**src/rtl/rbb_drain.sv**
```systemverilog
// Drains the result buffer into WPL-word cache lines: WPL reads, one flush cycle, then a held write until wr_ready.
// Stalls only in WRITE (wr_valid held stable). Optional byte reversal of each word when RBB_DRAIN_BYTESWAP_EN is defined.
module rbb_drain #(
  parameter int RBB_DATA_WIDTH = 32,
  parameter int RBB_ADDR_WIDTH = 12,
  parameter int LINE_WIDTH     = 512,
  localparam int WPL           = LINE_WIDTH / RBB_DATA_WIDTH,
  localparam int KW            = $clog2(WPL),
  localparam int LW            = RBB_ADDR_WIDTH - KW
) (
  input  logic                      clk,
  input  logic                      reset,
  input  logic                      pe2bm_done,
  output logic [RBB_ADDR_WIDTH-1:0] bm2pe_rbbRdAddr,
  input  logic [RBB_DATA_WIDTH-1:0] pe2bm_rbbRdDout,
  output logic                      wr_valid,
  input  logic                      wr_ready,
  output logic [LW-1:0]             wr_line,
  output logic [LINE_WIDTH-1:0]     wr_data,
  output logic                      drain_busy,
  output logic                      drain_done
);

  typedef enum logic [2:0] {S_IDLE, S_READ, S_FLUSH, S_WRITE, S_DONE} state_t;

  state_t                  state_q, state_d;
  logic [LW-1:0]           line_q, line_d;
  logic [KW-1:0]           k_q, k_d;
  logic [LINE_WIDTH-1:0]   data_q, data_d;
  logic [RBB_DATA_WIDTH-1:0] cap_word;
  logic [KW-1:0]           cap_lane;
  logic                    cap_en;

`ifdef RBB_DRAIN_BYTESWAP_EN
  function automatic logic [RBB_DATA_WIDTH-1:0] bswap(input logic [RBB_DATA_WIDTH-1:0] w);
    logic [RBB_DATA_WIDTH-1:0] r;
    r = '0;
    for (int b = 0; b < RBB_DATA_WIDTH / 8; b++) begin
      r[b*8 +: 8] = w[RBB_DATA_WIDTH-8-b*8 +: 8];
    end
    return r;
  endfunction
  assign cap_word = bswap(pe2bm_rbbRdDout);
`else
  assign cap_word = pe2bm_rbbRdDout;
`endif

  // Read data lags its address by one cycle; in FLUSH k_q has wrapped to 0, so k_q-1 selects the last lane.
  assign cap_en   = (state_q == S_READ && k_q != '0) || (state_q == S_FLUSH);
  assign cap_lane = k_q - 1'b1;

  always_comb begin
    state_d = state_q;
    line_d  = line_q;
    k_d     = k_q;
    data_d  = data_q;
    for (int i = 0; i < WPL; i++) begin
      if (cap_en && cap_lane == KW'(i)) begin
        data_d[i*RBB_DATA_WIDTH +: RBB_DATA_WIDTH] = cap_word;
      end
    end
    case (state_q)
      S_IDLE: begin
        if (pe2bm_done) begin
          state_d = S_READ;
          line_d  = '0;
          k_d     = '0;
        end
      end
      S_READ: begin
        k_d = k_q + 1'b1;
        if (k_q == KW'(WPL - 1)) begin
          state_d = S_FLUSH;
        end
      end
      S_FLUSH: state_d = S_WRITE;
      S_WRITE: begin
        if (wr_ready) begin
          k_d = '0;
          if (line_q == '1) begin
            state_d = S_DONE;
            line_d  = '0;
          end else begin
            state_d = S_READ;
            line_d  = line_q + 1'b1;
          end
        end
      end
      S_DONE:  state_d = S_IDLE;
      default: state_d = S_IDLE;
    endcase
  end

  always_ff @(posedge clk) begin
    if (reset) begin
      state_q <= S_IDLE;
      line_q  <= '0;
      k_q     <= '0;
      data_q  <= '0;
    end else begin
      state_q <= state_d;
      line_q  <= line_d;
      k_q     <= k_d;
      data_q  <= data_d;
    end
  end

  assign bm2pe_rbbRdAddr = (state_q == S_READ) ? {line_q, k_q} : '0;
  assign wr_valid        = (state_q == S_WRITE);
  assign wr_line         = line_q;
  assign wr_data         = data_q;
  assign drain_busy      = (state_q == S_READ) || (state_q == S_FLUSH) || (state_q == S_WRITE);
  assign drain_done      = (state_q == S_DONE);

endmodule

```
**config.mk**
```make
export PLATFORM = sky130hd
export DESIGN_NAME = rbb_drain
export DESIGN_NICKNAME = d
export VERILOG_FILES = /design/src/rtl/rbb_drain.sv
export SDC_FILE = /design/constraint.sdc
export NUM_CORES = 1
export LEC_CHECK = 0
export CORE_AREA = 4 4 217 219
export CTS_CLUSTER_DIAMETER = 30
export DETAILED_ROUTE_END_ITERATION = 8
export DIE_AREA = 0 0 221 223
export HOLD_SLACK_MARGIN = 0.02
export PLACE_DENSITY = 0.89
export RECOVER_POWER = 50
export SLEW_MARGIN = 30
export SYNTH_ARGS = -nofsm -noshare
export SYNTH_HDL_FRONTEND = slang
export SYNTH_SLANG_ARGS = --single-unit
```
**constraint.sdc**
```tcl
create_clock -name clk -period 6.7 [get_ports clk]
set_clock_uncertainty 0.05 [all_clocks]
set_input_delay 1.34 -clock clk [delete_from_list [all_inputs] [get_ports clk]]
set_output_delay 1.34 -clock clk [all_outputs]
set_load 0.02 [all_outputs]
```
# Word-level counts from Yosys, hierarchy flattened
# Index checks and enable logic that the tools add are counted.
# word_totals
out_inout_bits	535
mem_count	0
romBits	0
ff_bits	527
ramBits	0
latch_bits	0
inputBits	36
elab_cells	87
# op_classes
multipliers	0
n_lt_le_gt_ge	0
div_mod_pow	0
shifts	0
n_reduce_logical	28
n_mux	13
n_eq_ne	24
n_addsub	3
bitwise_logic	0
# op_table
operator	count
== test 4 bit, second input constant	9
two-way mux 8 bit	3
logical AND 1 bit	17
== test 4 x 3 -> 1 bit, second input constant	4
case mux 8 bit (2 select lines)	1
two-way mux 12 bit	1
two-way mux 3 bit	4
case mux 3 bit (4 select lines)	1
case mux 4 bit (3 select lines)	1
AND reduction 3 bit	3
adder 8 x 1 -> 8 bit, second input constant	1
== test 4 x 2 -> 1 bit, second input constant	2
== test 8 bit, second input constant	1
two-way mux 4 bit	2
== test 3 x 2 -> 1 bit, second input constant	2
adder 4 x 1 -> 4 bit, second input constant	1
== test 4 x 1 -> 1 bit, second input constant	1
zero test 4 bit	1
inequality test 2 x 1 -> 1 bit, second input constant	2
nonzero test 4 bit	1
subtractor 4 x 1 -> 4 bit, second input constant	1
== test 3 x 1 -> 1 bit, second input constant	1
== test 3 bit, second input constant	1
zero test 3 bit	1
4 further kinds	6

# Longest topological paths before layout
# Gate-level depths: netlist (run 1).
# logic_depth
word_depth	4
ltp_mapped	9

# Worst setup path before layout (run 1)
# Ideal clock, no wire load.
# synth_timing
path_kind	register to output
startpoint	reg state_q[0]
endpoint	out bm2pe_rbbRdAddr[0]
arrival_ps	1443
path_stages_with_launch	5
n_path_buf	2
t_required_ps	5310
path_slack_ps	3867
path_cell_list	dfxtp_1 -> buf_2 -> nor3b_1 -> clkbuf_1 -> and2_1
# synth_via
elab_chain_len	2
# synth_lines
element	line	source
start: declaration	26	state_t state_q, state_d;
start signal: assignment	101	state_q <= state_d;
== test 3 x 1 -> 1 bit	108	assign bm2pe_rbbRdAddr = (state_q == S_READ) ? {line_q, k_q} : '0;
two-way mux 12 bit	108	
end: declaration	14	output logic [RBB_ADDR_WIDTH-1:0] bm2pe_rbbRdAddr,
# Every way passes these cells.

==> results_dict.tcl, run 1 <==
set metrics [dict create \
    status "finished, violations left" \
    violations "capacitance limit, slew limit" \
    clkLatencyLatePin_ns 0.63 \
    yosysTopAreaCell "dfxtp_1" \
    p_leak_nw 14.7 \
    drt-total-wl_mm 70.7 \
    hold_slack_ns 0.421 \
    grt.met2_usage_pct 45.8 \
    dp_slack_ns 2.86 \
    busiest_layer "met2" \
    gp_congestion 0.872 \
    drc 0 \
    switching_share_pct 22.5 \
    tns_ns 0 \
    io_buffers 570 \
    grt_max_degree 210 \
    clk_pin_slew_worst_paths_ns 0.05 \
    vdd_drop_max_uv 275 \
    fp.coreArea_um2 45100 \
    fin_crit_ns 4.89 \
    criticalPathCategory "input pin to flip-flop" \
    crit_path_end_kind "flip-flop" \
    powerDensity_nw_per_um2 290 \
    drive_gt1_share_pct 8.94 \
    path_max_fanout 181 \
    use_met3_pct 9.07 \
    final_cells 3086 \
    postCtsHoldBufs 0 \
    netlist_area_um2 20700 \
    yosysUniqueCellTypes 37 \
    nets 2445 \
    hold_viol 0 \
    slew_headroom_pct -103 \
    initial_core_util_pct 45.9 \
    cts_max_path_buffers 3 \
    max_freq_mhz 204 \
    avgSynthCellArea_um2 11.0 \
    intPower_mw 6.77 \
    die_height_um 223 \
    clk_root_buffer_cell "clkbuf_16" \
    firstDrtPassIters 5 \
    p_seq_share_pct 36.1 \
    postCtsSetupBuffers 0 \
    drt_iter0_markers 1068 \
    grt_pass1_vias 17300 \
    setup_violations 0 \
    cts_tree "yes" \
    power.total_mw 8.74 \
    dp.cells 2901 \
    synth_area_leaders "dfxtp_1, mux2i_1, nand2b_1" \
    grt.met1_usage_pct 31.9 \
    yosys-top-cells-count "nand2b_1, dfxtp_1, mux2i_1, clkbuf_1, buf_4" \
    dpl.hpwl_mm 44.6 \
    row_count 78 \
    maxCapViolCount 13 \
    synth-async-reset-ratio_pct 0 \
    cts.sinks 527 \
    syn_inst 1886 \
    cts_buffers 98 \
    hp-class "flip-flop to flip-flop" \
    die-area_um2 49300 \
    post-route-util_pct 66.8 \
    post-route-period-util_pct 73.1 \
    vias 16100 \
    synth_top_area_share_pct 51.0 \
    grt_overflow 0 \
    post_cts_resized 0 \
    track_usage_pct 27.4 \
    ys_ff_latch 527 \
    wire_per_inst_um 22.9 \
    crit_arrival_ns 5.21 \
    finalInstanceArea_um2 30100 \
    place_area_um2 26600 \
    boundaryPins 571 \
    grt_antenna_before_repair 2 \
    ys.flop_type "dfxtp_1" \
    grt_pass1_wl_mm 106 \
    die_width_um 221 \
    synth.net_count 1929 \
    antenna_left 0 \
    critPathLaunchType "input pin" \
    rsz0062_at_grt "no" \
    yosysWarnings 0 \
    worst_pin_slew_ns 3.04 \
    cts_htree_levels 3 \
    combPwrFrac_pct 3.3 \
    required_ns 7.02 \
    p_sw_mw 1.97 \
    post-synth-top-count-cell "nand2b_1" \
    vias_per_cell 5.21 \
    clockPowerShare_pct 60.5 \
    synth_edf_count 0 \
    final-max-slew-violation-count 570 \
    area_growth_pct 45.4 \
    ys_seq_area_share_pct 51.0 \
    worst_slack_ns 1.81 \
]
path summary, 6_finish.rpt:
path / cells past startpoint / from / slack, ns / to
max reg2reg: 8 / k_q[0]$_SDFFE_PP0P_ / 1.99 / wr_data[344]$_SDFFE_PP0P_
max: 5 / reset / 1.81 / wr_data[193]$_SDFFE_PP0P_
min: 2 / wr_data[502]$_SDFFE_PP0P_ / 0.42 / wr_data[502]$_SDFFE_PP0P_
min reg2reg: 2 / wr_data[502]$_SDFFE_PP0P_ / 0.42 / wr_data[502]$_SDFFE_PP0P_
sequential cells by signal, indices dropped and copies added, names as in the netlist:
name and flops:
wr_data 512, state_q 3, wr_line 8, k_q 4
cell families after synthesis:
kind of cell / Yosys count / synth area share, %
XOR/XNOR: 10 / 0.423
adder cells (fa/ha/maj): 7 / 0.423
AO/OA/AOI/OAI: 14 / 0.502
multiplexers: 512 / 24.8
flip-flops: 527 / 51.0
AND/OR/NAND/NOR: 631 / 18.7
buffers and inverters: 185 / 4.22
power groups by stage:
stage	clock (mW)	sequential, mW	combinational, mW
finish	5.29	3.16	0.292
floorplan	0	3.23	0.166
CTS	5.33	3.16	0.287
detailed placement	0	3.22	0.285
global route	5.49	3.16	0.307
global placement	0	3.22	0.277
layout by cell type (no fill, tap or decap), types with 9 or more instances in the layout:
cell	netlist	final
nand2b_1	544	534
dfxtp_1	527	527
mux2i_1	512	512
clkdlybuf4s50_1	0	353
dlygate4sd3_1	0	216
clkbuf_16	0	101
bufinv_16	0	16
nor2_1	14	14
and2_1	16	14
inv_6	0	14
nand2_1	24	13
clkbuf_1	127	13
clkinv_4	0	13
nand2_2	1	12
clkinvlp_4	0	12
buf_4	38	12
clkinv_2	0	11
nand2b_2	0	10
clkbuf_8	0	9
layout make-up:
class	instances	area, um2
Antenna cell	2	5.00
Inverter	5	18.8
Timing Repair Buffer	596	5880
Tap cell	600	751
Fill cell	3126	15000
Clock buffer	111	2660
Multi-Input combinational cell	1174	9310
Sequential cell	527	10600
Clock inverter	71	937
critical path, stage by stage:
cell and delay (ns):
buf_8 0.35, buf_16 0.33, clkbuf_2 1.91, nand2b_1 0.77, mux2i_1 0.20
layer usage:
metal | part of all wire (%) | up-vias
li1 | - | 7248
met1 | 39 | 7949
met2 | 48 | 712
met3 | 8.5 | 178
met4 | 4.5 | 0
met5 | 0 | -
(Power assumes the default switching activity.)
==> inputs of run 2 (changes only) <==
Settings changed: CORE_AREA 4 4 217 219 to not set, CORE_MARGIN set to 4, CORE_UTILIZATION set to 44, DIE_AREA 0 0 221 223 to not set.
Clock period 6.7 ns to 4.34 ns, I/O delays scaled along.
==> run 2 against run 1 <==
Effect of this change: sequential cell count is the same; hold slack lost 0.0028 ns; largest power group unchanged; critical path type unchanged; worst setup slack lost 1.0 ns; via count grew 0.17%; clock power grew 62%; critical endpoint is now wr_data[333]$_SDFFE_PP0P_; the flow still finishes with violations (capacitance limit, slew limit).
==> results_dict.tcl, run 2 (synthesis gave the netlist of run 1 again) <==
set metrics [dict create \
    antenna_left 0 \
    fp.coreArea_um2 46600 \
    post_cts_resized 0 \
    reg2reg_to "wr_data[380]$_SDFFE_PP0P_" \
    die-area_um2 50600 \
    initial_core_util_pct 44.5 \
    cts_buffers 102 \
    combPwrFrac_pct 3.3 \
    path_max_fanout 191 \
    track_usage_pct 27.1 \
    firstDrtPassIters 5 \
    worst_pin_slew_ns 2.85 \
    slew_headroom_pct -90.1 \
    largest_reg_flops 512 \
    post-route-period-util_pct 82.2 \
    layout_commonest_cell "nand2b_1" \
    cts.sinks 527 \
    worst-r2r-setup-slack_ns 1.15 \
    fin_crit_ns 3.57 \
    dpl.hpwl_mm 45.1 \
    cts_tree "yes" \
    grt_pass1_vias 17300 \
    cts_max_path_buffers 3 \
    hold_viol 0 \
    intPower_mw 10.9 \
    rr_worst_depth 8 \
    worst_slack_ns 0.774 \
    switching_share_pct 21.9 \
    p_seq_share_pct 35.0 \
    final-max-slew-violation-count 192 \
    hp-class "flip-flop to flip-flop" \
    die_width_um 225 \
    final_cells 3103 \
    nets 2451 \
    clkLatencyLatePin_ns 0.62 \
    drive_gt1_share_pct 10.0 \
    p_leak_nw 15.9 \
    dp.cells 2910 \
    p_sw_mw 3.05 \
    vdd_drop_max_uv 458 \
    drt_iter0_markers 937 \
    postCtsHoldBufs 0 \
    grt_overflow 0 \
    clk_root_buffer_cell "clkbuf_16" \
    finalInstanceArea_um2 30400 \
    area_growth_pct 47.0 \
    violations "capacitance limit, slew limit" \
    row_count 79 \
    drt-total-wl_mm 71.8 \
    status "finished, violations left" \
    tns_ns 0 \
    grt_max_degree 192 \
    wire_per_inst_um 23.1 \
    drc 0 \
    max_freq_mhz 280 \
    io_buffers 570 \
    layout_common_cells "nand2b_1, dfxtp_1, dlygate4sd3_1" \
    clockPowerShare_pct 61.6 \
    grt_antenna_before_repair 2 \
    dp_slack_ns 0.985 \
    gp_congestion 0.862 \
    crit_arrival_ns 3.98 \
    cts_htree_levels 3 \
    maxCapViolCount 1 \
    crit_path_end_kind "flip-flop" \
    critPathLaunchType "input pin" \
    die_height_um 225 \
    crit_end "wr_data[333]$_SDFFE_PP0P_" \
    boundaryPins 571 \
    vias_per_cell 5.19 \
    postCtsSetupBuffers 0 \
    cp-startpoint "reset" \
    criticalPathCategory "input pin to flip-flop" \
    setup_violations 0 \
    diodes 0 \
    vias 16100 \
    place_area_um2 26600 \
    post-route-util_pct 65.4 \
    r2r-start "k_q[0]$_SDFFE_PP0P_" \
    rsz0062_at_grt "no" \
    clk_pin_slew_worst_paths_ns 0.05 \
    grt_pass1_wl_mm 106 \
    required_ns 4.75 \
    powerDensity_nw_per_um2 457 \
]
run 2: cell count changes in the layout (fill, tap and decap cells not counted), moves of 6 or more:
| cell | previous run | this run |
|---|---|---|
| clkdlybuf4s50_1 | 353 | 52 |
| dlygate4sd3_1 | 216 | 517 |
| buf_4 | 12 | 25 |
| clkbuf_1 | 13 | 5 |
| clkinv_4 | 13 | 7 |
| nand2_4 | 0 | 6 |
run 2: worst min path at each step:
stage | start | to | slack (ns) | cells after the start
CTS | wr_data[123]$_SDFFE_PP0P_ | wr_data[123]$_SDFFE_PP0P_ | 0.42 | 2
finish | wr_data[77]$_SDFFE_PP0P_ | wr_data[77]$_SDFFE_PP0P_ | 0.42 | 2
floorplan | wr_data[122]$_SDFFE_PP0P_ | wr_data[122]$_SDFFE_PP0P_ | 0.50 | 2
detailed placement | wr_data[78]$_SDFFE_PP0P_ | wr_data[78]$_SDFFE_PP0P_ | 0.41 | 2
global placement | wr_data[77]$_SDFFE_PP0P_ | wr_data[77]$_SDFFE_PP0P_ | 0.41 | 2
global route | wr_data[188]$_SDFFE_PP0P_ | wr_data[188]$_SDFFE_PP0P_ | 0.44 | 2
run 2: power by group through the flow:
stage                     Clock (mW)  Sequential (mW)  Combinational, mW
final                           8.58             4.88              0.465
after CTS                       8.66             4.88              0.459
after global routing            8.90             4.88              0.484
after global placement             0             4.97              0.443
after floorplan                    0             4.99              0.257
after detailed placement           0             4.98              0.454
run 2: layout make-up:
type                    count  area, um2
fillers                  3223      16100
multi-input cells        1174       9380
flip-flops and latches    527      10600
well taps                 607        759
clock inverters            74       1040
repair buffers            598       5940
clock buffers             118       2750
inverters                   5       18.8
run 2: worst max-delay path, cell delays in order:
cell and delay (ns):
buf_8 0.47, clkbuf_2 2.06, nand2b_1 0.29, mux2i_1 0.11
run 2: metal layers:
layer / track usage, % / vias to the layer above / part of all wire, %
met1: 31.9 / 7955 / 39
met4: 12.8 / 0 / 4.1
met3: 8.92 / 174 / 8.9
met5: 0 / - / 0
li1: - / 7278 / -
met2: 45.0 / 708 / 48
run 2: through the flow:
step | hold WS (ns) | power, mW
floorplan | 0.496 | 5.25
global placement | 0.409 | 5.42
detailed placement | 0.411 | 5.43
CTS | 0.424 | 14.0
global route | 0.439 | 14.3
finish | 0.418 | 13.9
==> inputs of run 3 (changes only) <==
Settings changed: CORE_AREA set to 4 4 219 221, CORE_MARGIN 4 to not set, CORE_UTILIZATION 44 to not set, DIE_AREA set to 0 0 223 225, PLACE_DENSITY 0.89 to 0.88.
Clock period 4.34 ns to 3.3 ns, I/O delays scaled along.
==> run 3 against run 2 <==
Effect of this change: the flow still finishes with violations (capacitance limit, slew limit); cell count grew 0.81%; clock power grew 27%; combinational power grew 36%; clock-buffer cell count is 3 higher; die area shrank 0.81%; sequential power is 32% higher; critical endpoint is now bm2pe_rbbRdAddr[1]; highest routed layer unchanged.
==> results_dict.tcl, run 3 (synthesis gave the netlist of run 1 again) <==
set metrics [dict create \
    dpl.hpwl_mm 45.0 \
    die_width_um 223 \
    cts_max_path_buffers 3 \
    drive_gt1_share_pct 10.6 \
    clockPowerShare_pct 60.8 \
    drt_iter0_markers 902 \
    hold_slack_ns 0.419 \
    grt_max_degree 210 \
    criticalPathCategory "flip-flop to output port" \
    vdd_drop_max_uv 601 \
    grt_pass1_wl_mm 106 \
    p_seq_share_pct 35.7 \
    die_height_um 225 \
    grt_antenna_before_repair 2 \
    post_cts_resized 0 \
    postCtsSetupBuffers 0 \
    antenna_left 0 \
    drt-total-wl_mm 71.2 \
    path_max_fanout 13 \
    powerDensity_nw_per_um2 587 \
    p_leak_nw 16.0 \
    fp.coreArea_um2 46200 \
    largest_reg_flops 512 \
    wire_per_inst_um 22.8 \
    cts_htree_levels 3 \
    required_ns 2.59 \
    clk_root_buffer_cell "clkbuf_16" \
    firstDrtPassIters 5 \
    post-route-period-util_pct 94.5 \
    status "finished, violations left" \
    cts_tree "yes" \
    p_sw_mw 3.93 \
    fin_crit_ns 3.12 \
    dp_slack_ns 0.519 \
    io_buffers 570 \
    layout_commonest_cell "nand2b_1" \
    r2r-start "k_q[1]$_SDFFE_PP0P_" \
    crit_arrival_ns 2.41 \
    cts.sinks 527 \
    vias 16200 \
    layout_common_cells "nand2b_1, dfxtp_1, dlygate4sd3_1" \
    diodes 0 \
    postCtsHoldBufs 0 \
    maxCapViolCount 1 \
    min-delay-start "wr_data[71]$_SDFFE_PP0P_" \
    track_usage_pct 27.2 \
    max_freq_mhz 321 \
    critPathLaunchType "flip-flop" \
    worst_pin_slew_ns 1.77 \
    switching_share_pct 21.9 \
    dp.cells 2939 \
    rsz0062_at_grt "no" \
    setup_violations 0 \
    drc 0 \
    nets 2479 \
    hp-class "flip-flop to flip-flop" \
    crit_path_end_kind "output port" \
    power.total_mw 18.0 \
    grt_pass1_vias 17400 \
    clkLatencyLatePin_ns 0.62 \
    combPwrFrac_pct 3.5 \
    slew_headroom_pct -18.1 \
    place_area_um2 26900 \
    post-route-util_pct 66.3 \
    final-max-slew-violation-count 210 \
    worst_slack_ns 0.181 \
    die-area_um2 50200 \
    row_count 79 \
    gp_congestion 0.838 \
    boundaryPins 571 \
    grt_overflow 0 \
    initial_core_util_pct 44.8 \
    clk_pin_slew_worst_paths_ns 0.05 \
    cp-startpoint "state_q[2]$_SDFFE_PP0P_" \
    final_cells 3128 \
    intPower_mw 14.1 \
    vias_per_cell 5.19 \
    cts_buffers 102 \
    finalInstanceArea_um2 30600 \
    tns_ns 0 \
    area_growth_pct 47.9 \
    violations "capacitance limit, slew limit" \
    hold_viol 0 \
]
run 3: final timing paths:
check,slack (ns),end,cells after the start
setup / recovery,0.18,bm2pe_rbbRdAddr[1],4
hold / removal,0.42,wr_data[71]$_SDFFE_PP0P_,2
setup reg to reg,0.49,wr_data[407]$_SDFFE_PP0P_,8
hold reg to reg,0.42,wr_data[71]$_SDFFE_PP0P_,2
run 3: area by class of cell:
type	count	area (um2)
fillers	3159	15500
flip-flops and latches	527	10600
multi-input cells	1174	9320
repair buffers	626	6290
clock buffers	121	2800
clock inverters	68	896
well taps	607	759
inverters	5	18.8
run 3: critical path, stage by stage, from the launching register on:
cell and delay, ns:
dfxtp_1 0.49, nor3b_2 0.28, buf_4 0.18, and2_1 0.16, clkdlybuf4s50_1 0.68
run 3: metal layers:
| metal | routed length [um] | GRT usage [%] | vias to the layer above |
|---|---|---|---|
| li1 | - | - | 7329 |
| met3 | 6480 | 9.38 | 187 |
| met5 | 0 | 0 | - |
| met2 | 33700 | 45.2 | 724 |
| met4 | 3150 | 12.1 | 0 |
| met1 | 27800 | 31.9 | 7980 |
run 3: power groups by stage:
stage                     Combinational [mW]  Clock (mW)  Sequential, mW
after global placement                 0.613           0            6.54
after CTS                              0.632        11.0            6.42
after floorplan                        0.338           0            6.56
final                                  0.631        10.9            6.42
after global routing                   0.658        11.4            6.41
after detailed placement               0.624           0            6.54
